`config.mk`:
```
export PLATFORM = sky130hd
export DESIGN_NAME = alu_arbiter
export DESIGN_NICKNAME = d
export VERILOG_FILES = /design/src/rtl/alu_arb_pkg.sv /design/src/rtl/alu_arbiter_alu.sv /design/src/rtl/alu_arbiter.sv
export SDC_FILE = /design/constraint.sdc
export NUM_CORES = 1
export LEC_CHECK = 0
export BUFFER_PORTS_ARGS = -buffer_cell sky130_fd_sc_hd__buf_2
export CAP_MARGIN = 20
export CORE_AREA = 2 2 79 81
export DETAILED_ROUTE_END_ITERATION = 10
export DIE_AREA = 0 0 81 83
export GPL_TIMING_DRIVEN = 0
export PLACE_DENSITY = 0.9
export SLEW_MARGIN = 0
export SYNTH_ARGS = -nofsm -noshare
export SYNTH_HDL_FRONTEND = slang
export SYNTH_SLANG_ARGS = --single-unit
```
`constraint.sdc`:
```
create_clock -name clk -period 5.3 [get_ports clk]
set_clock_uncertainty 0.2 [all_clocks]
set_input_delay 0.53 -clock clk [delete_from_list [all_inputs] [get_ports clk]]
set_output_delay 0.53 -clock clk [all_outputs]
set_load 0.01 [all_outputs]
```
`src/rtl/alu_arb_pkg.sv`:
```
`default_nettype none
// ============================================================================
// Module   : alu_arb_pkg
// Purpose  : Shared constants and types for the two-requester ALU arbiter:
//            FSM state encoding, ALU opcode values and the ALU width.
// Ports    : none (package)
// Revision : 1.0  initial release
// ============================================================================
package alu_arb_pkg;

  localparam int ALU_W = 16;

  localparam logic [1:0] S_IDLE = 2'd0;
  localparam logic [1:0] S_EXEC = 2'd1;
  localparam logic [1:0] S_RESP = 2'd2;

  localparam logic OP_ADD = 1'b1;
  localparam logic OP_SUB = 1'b0;

  typedef enum logic [1:0] {
    ST_IDLE = S_IDLE,
    ST_EXEC = S_EXEC,
    ST_RESP = S_RESP
  } arb_state_t;

endpackage
`default_nettype wire

```
`src/rtl/alu_arbiter_alu.sv`:
```
`default_nettype none
// ============================================================================
// Module   : alu_arbiter_alu
// Purpose  : The shared two-operation ALU. Purely combinational, modulo
//            2^WIDTH arithmetic with no carry or overflow indication.
// Ports    : A, B   operands
//            Op     OP_ADD -> S = A + B, OP_SUB -> S = A - B
//            S      result
// Revision : 1.0  initial release
// ============================================================================
module alu_arbiter_alu
  import alu_arb_pkg::*;
#(
  parameter int WIDTH = ALU_W
) (
  input  logic [WIDTH-1:0] A,
  input  logic [WIDTH-1:0] B,
  input  logic             Op,
  output logic [WIDTH-1:0] S
);

  // Result is truncated to WIDTH bits, so wrap-around is silent.
  always_comb begin
    S = (Op == OP_ADD) ? (A + B) : (A - B);
  end

endmodule
`default_nettype wire

```
`src/rtl/alu_arbiter.sv`:
```
`default_nettype none
// ============================================================================
// Module   : alu_arbiter
// Purpose  : Shares one ALU between two valid/ready requesters. Grants one
//            request at a time (round-robin or fixed priority), registers the
//            operands into the ALU, captures the result and returns it with
//            the id of the requester that issued it. One op per 3 cycles max.
// Ports    : clk, rst_n                clock, async active-low reset
//            req{0,1}_valid/_ready     request handshake (ready is comb.)
//            req{0,1}_a/_b/_op         operands and opcode (1 = add, 0 = sub)
//            rsp_valid/rsp_ready       response handshake
//            rsp_data, rsp_id          ALU result and originating requester
//            busy                      arbiter not idle
//            grant_cnt0/1              saturating grant counters (stats only)
// Config   : define ALU_ARB_STATS_EN to add the grant_cnt0/grant_cnt1 ports.
// Revision : 1.0  initial release
// ============================================================================
module alu_arbiter
  import alu_arb_pkg::*;
#(
  parameter int WIDTH = ALU_W,
  parameter int FAIR  = 1
) (
  input  logic             clk,
  input  logic             rst_n,
  input  logic             req0_valid,
  output logic             req0_ready,
  input  logic [WIDTH-1:0] req0_a,
  input  logic [WIDTH-1:0] req0_b,
  input  logic             req0_op,
  input  logic             req1_valid,
  output logic             req1_ready,
  input  logic [WIDTH-1:0] req1_a,
  input  logic [WIDTH-1:0] req1_b,
  input  logic             req1_op,
  output logic             rsp_valid,
  input  logic             rsp_ready,
  output logic [WIDTH-1:0] rsp_data,
  output logic             rsp_id,
`ifdef ALU_ARB_STATS_EN
  output logic [15:0]      grant_cnt0,
  output logic [15:0]      grant_cnt1,
`endif
  output logic             busy
);

  arb_state_t       r_state;
  arb_state_t       w_next_state;
  logic             r_last_grant;
  logic [WIDTH-1:0] r_op_a;
  logic [WIDTH-1:0] r_op_b;
  logic             r_op_op;
  logic             r_op_id;
  logic             w_pick1;
  logic             w_grant;
  logic [WIDTH-1:0] w_alu_s;

  // Requester 1 wins when it is the only one asking, or, in round-robin mode,
  // when requester 0 had the most recent grant.
  assign w_pick1 = req1_valid &&
                   (!req0_valid || ((FAIR != 0) && !r_last_grant));

  always_ff @(posedge clk or negedge rst_n) begin
    if (!rst_n) begin
      r_state <= ST_IDLE;
    end else begin
      r_state <= w_next_state;
    end
  end

  always_comb begin
    w_next_state = r_state;
    w_grant      = 1'b0;
    req0_ready   = 1'b0;
    req1_ready   = 1'b0;
    case (r_state)
      ST_IDLE: begin
        if (req0_valid || req1_valid) begin
          w_grant      = 1'b1;
          req0_ready   = !w_pick1;
          req1_ready   = w_pick1;
          w_next_state = ST_EXEC;
        end
      end
      ST_EXEC: begin
        w_next_state = ST_RESP;
      end
      ST_RESP: begin
        if (rsp_ready) begin
          w_next_state = ST_IDLE;
        end
      end
      default: begin
        w_next_state = ST_IDLE;
      end
    endcase
  end

  // Derived straight from the state so an asynchronous reset clears them
  // without waiting for a clock edge.
  assign rsp_valid = (r_state == ST_RESP);
  assign busy      = (r_state != ST_IDLE);

  always_ff @(posedge clk or negedge rst_n) begin
    if (!rst_n) begin
      r_op_a       <= '0;
      r_op_b       <= '0;
      r_op_op      <= 1'b0;
      r_op_id      <= 1'b0;
      r_last_grant <= 1'b1;
      rsp_data     <= '0;
      rsp_id       <= 1'b0;
    end else begin
      if (w_grant) begin
        r_op_a       <= w_pick1 ? req1_a  : req0_a;
        r_op_b       <= w_pick1 ? req1_b  : req0_b;
        r_op_op      <= w_pick1 ? req1_op : req0_op;
        r_op_id      <= w_pick1;
        r_last_grant <= w_pick1;
      end
      // Result and id are only written on leaving EXEC, so they stay stable
      // for the whole RESP phase regardless of backpressure.
      if (r_state == ST_EXEC) begin
        rsp_data <= w_alu_s;
        rsp_id   <= r_op_id;
      end
    end
  end

  alu_arbiter_alu #(
    .WIDTH (WIDTH)
  ) u_alu (
    .A  (r_op_a),
    .B  (r_op_b),
    .Op (r_op_op),
    .S  (w_alu_s)
  );

`ifdef ALU_ARB_STATS_EN
  always_ff @(posedge clk or negedge rst_n) begin
    if (!rst_n) begin
      grant_cnt0 <= '0;
      grant_cnt1 <= '0;
    end else if (w_grant) begin
      if (!w_pick1 && (grant_cnt0 != 16'hFFFF)) begin
        grant_cnt0 <= grant_cnt0 + 16'd1;
      end
      if (w_pick1 && (grant_cnt1 != 16'hFFFF)) begin
        grant_cnt1 <= grant_cnt1 + 16'd1;
      end
    end
  end
`endif

endmodule
`default_nettype wire

```
==> results.txt <==
----------------------------------------------------
[Status]
  Result of the run ... complete, no violations

[Critical path]
  Data required, critical path ... 5.30 ns
  Arrival time of data at the critical path endpoint ... 3.32 ns
  Largest fanout on the critical path ... 4
  Crit end category ... flop
  Critical path launch point type ... flop
  Crit path max-delay cell type ... dfrtp_1
  Cell breakdown of the critical path ... inv_1 > ha_1 > nand2_1 > nor3_1 > nor2_1 > xor2_1 > ha_1 > a21oi_1 > o21ai_0 > or3b_1 > a31oi_1 > xor2_1 > o21ai_1
  Maximum single-stage delay on the critical path ... 0.45 ns
  Category of the critical setup timing path ... reg2reg

[CTS]
  # H-tree levels ... 2
  Clk buf depth ... 2
  Clock root buffer master ... clkbuf_8
  Sinks on Clock Net ... 54
  TritonCTS Buffers ... 5
  TritonCTS clock tree ... built
  Clock latency at the later pin of the worst-skew pair ... 0.32 ns
  Count of cells resized by post-cts repair ... 0
  Count of hold-fix buffers inserted at cts ... 0
  Clock-pin slew on the worst setup and hold paths ... 0.09 ns
  Number of setup buffers added after CTS ... 0

[Timing]
  Period utilisation layout ... 62.7%
  Final Hold Slack ... 0.0252 ns
  Setup repair after global routing missed its margin ... no
  Worst Max-Slew Pin Slew ... 0.661 ns
  Count of pins over their slew limit ... 0
  Slew headroom ... 56.0%
  Post-Route Setup TNS ... 0 ns
  Number of endpoints with negative hold slack in the final report ... 0
  Count of final setup violators ... 0
  Shortest clock period the worst path allows after layout ... 3.32 ns
  Max frequency ... 301 MHz

[Power]
  Power Internal ... 0.00166 W
  Switching power summed over all nets ... 0.00149 W
  Switching fraction of total power ... 47.4%
  Clk network pwr share ... 8.4%
  LEAKAGE ... 2.00 nW
  Fraction of power consumed by sequential logic ... 24.9%
  Comb power frac ... 66.6%
  IR drop worst, VDD ... 395 uV
  Power per standard cell area ... 808 nW/um^2

[Floorplan]
  Placeable core region ... 5820 um^2
  Row cnt ... 28
  Total Die Area ... 6720 um^2
  Width of the die ... 81 um
  Starting utilization of the core area ... 55.2%
  Die Ht ... 83 um
  Count of boundary I/O pins ... 92

[Finish]
  Layout filler cell count ... 452
  Combined area of the multi-input logic cells ... 1700 um^2
  Number of antenna repair diodes ... 0
  Commonest cells after routing, fill and taps aside ... 95 x buf_2, 53 x dfrtp_1, 42 x nand2_1, 32 x o21ai_0, 22 x inv_1
  Layout overhead on the synthesized area ... 21.4%
  Commonest non-fill, non-tap cell in the layout ... buf_2
  Non-filler instance count after layout ... 509
  Area taken by flip-flops and latches ... 1350 um^2
  Fraction of layout cells with a size suffix above 1 ... 27.6%
  Final-stage net count ... 524

[Synthesis]
  Synthesized instance count ... 334
  Share of async-settable or async-resettable flops after synthesis ... 100%
  Syn nets ... 425
  Number of storage elements in the synthesis netlist ... 54
  Ys flop type ... dfrtp_1
  Warning count from the yosys run ... 0
  Yosys top cell area share ... 41.3%
  Sequential cell area fraction in the yosys report ... 42.2%
  Synthesized cell area ... 3210 um^2
  Cell taking the most area after synthesis ... dfrtp_1
  Synth top area cells ... dfrtp_1 41%, ha_1 7.4%, mux2i_1 5.9%, o21ai_0 5.0%, nand2_1 4.9%
  Number of enable flip-flop cells after synthesis ... 0
  Synth cell types ... 38
  Post-synthesis average cell area ... 9.61 um^2

[Place]
  Placed cell count ... 500
  # port buffers ... 91
  Routability congestion estimate ... 0.972
  Estimated wirelength of the detail-placed design ... 5860 um

[Global routing]
  Most heavily used metal layer in global routing ... met2
  Met2 Use GR ... 40.0%
  Final global-route overflow total ... 0
  First-pass GRT wire length ... 12,500 um
  Total routing resource utilization after global routing ... 23.6%
  Via count of the first global-routing pass ... 2,845
  Global routing met3 resource utilization ... 3.59%
  Largest net degree at the start of global routing ... 55
  Number of antenna violations at the first check in global routing ... 0
  Met1 layer usage reported by global route ... 29.4%

[Routing]
  Post-DRT Antenna Nets ... 0
  Drt drc ... 0
  Average wire per standard cell ... 14.7 um
  Number of detailed-route iterations in the first pass ... 6
  Number of vias after detailed routing ... 2,798
  Via count normalized by instance count ... 5.50
  Initial detailed-routing violation count ... 215
  Post-detailed-routing wire length ... 7500 um

[Hold path]
  Path type of the worst min-delay path ... in2async

[Job]
  MaxCap Viol Count ... 0

----------------------------------------------------
==> worst paths after layout <==
| path | cells past startpoint | from | slack, ns | end |
|---|---|---|---|---|
| max in group asynchronous | 2 | rst_n | 4.32 | rsp_data[15]$_DFFE_PN0N_ |
| setup / recovery | 13 | r_op_b[0]$_DFFE_PN0P_ | 1.98 | rsp_data[13]$_DFFE_PN0N_ |
| setup reg to reg | 13 | r_op_b[0]$_DFFE_PN0P_ | 1.98 | rsp_data[13]$_DFFE_PN0N_ |
| hold reg to reg | 2 | rsp_data[6]$_DFFE_PN0N_ | 0.28 | rsp_data[6]$_DFFE_PN0N_ |
| min in group clk | 2 | rsp_ready | 0.20 | r_state[1]$_DFFE_PN0P_ |
| hold / removal | 1 | rst_n | 0.03 | r_op_a[4]$_DFFE_PN0P_ |
==> metrics by stage <==
stage | power (W) | cell area [um^2] | worst slack (ns) | utilization (%)
2_1_floorplan | 0.00235 | 3210 | 2.47 | -
3_3_place_gp | 0.00274 | 3760 | 2.21 | 64.6
3_5_place_dp | 0.00285 | 3760 | 2.08 | 64.6
4_1_cts | 0.00314 | 3870 | 2.04 | 66.5
5_1_grt | 0.00345 | 3890 | 1.76 | 67.0
6_report | 0.00315 | 3890 | 1.98 | 67.0
==> cell type report <==
class / count / area share (%)
Inverter: 22 / 2.12
Buffer: 16 / 1.86
Clock buffer: 8 / 2.83
Multi-Input combinational cell: 242 / 43.7
Tap cell: 75 / 2.41
Timing Repair Buffer: 92 / 12.4
Sequential cell: 54 / 34.7
==> cells by family after synthesis <==
group | synth area share [%]
adders and majority gates | 8.03
muxes | 7.33
buffers and inverters | 4.84
and+or+nand+nor | 10.7
DFF | 42.2
AOI/OAI and AO/OA | 19.0
xor gates and xnor gates | 7.92
==> state kept, by name, indices dropped and copies added (netlist names) <==
register and count:
rsp_data 16, r_op_a 16, rsp_id 1, r_state 2, r_op_b 16, r_last_grant 1
r_op_id 1, r_op_op 1
==> cells in the mapped netlist, types with 2 or more instances <==
library cell / number
nand3_1: 4
dfrtp_1: 53
nor2_1: 17
a21o_1: 7
nand2b_1: 2
nor3_1: 6
o21bai_1: 2
xnor2_1: 11
buf_4: 2
xor2_1: 18
o21ai_2: 3
nand2_1: 42
o21ai_1: 5
nand4_1: 2
a31oi_1: 3
clkbuf_1: 10
a222oi_1: 14
mux2_2: 4
ha_1: 19
mux2i_1: 19
buf_2: 4
o21ai_0: 32
inv_1: 22
a21oi_1: 18
or2_1: 2
==> critical path: cells and delay by family, from the launching register on <==
family,cells,cell delay [ns]
AND/OR/NAND/NOR,4,0.81
AO/OA/AOI/OAI,4,0.68
adder cells (fa/ha/maj),2,0.50
flip-flops,1,0.45
XOR/XNOR,2,0.42
buffers and inverters,1,0.13
==> power groups by stage <==
stage,Combinational (W),Clock (W),Sequential (W)
floorplan,0.00157,0,0.000784
global placement,0.00196,0,0.000779
detailed placement,0.00206,0,0.000791
CTS,0.00210,0.000264,0.000782
global route,0.00236,0.000281,0.000809
finish,0.00210,0.000265,0.000786
==> per-layer routing <==
metal  routed length (um)  vias to the layer above  part of all wire [%]
met5                    0                        -                     0
met4                  178                        0                   2.4
met3                  383                       15                   5.1
met2                 3770                       97                    50
met1                 3170                     1311                    42
li1                     -                     1375                     -
No activity file was read; power rests on OpenSTA's default activity.
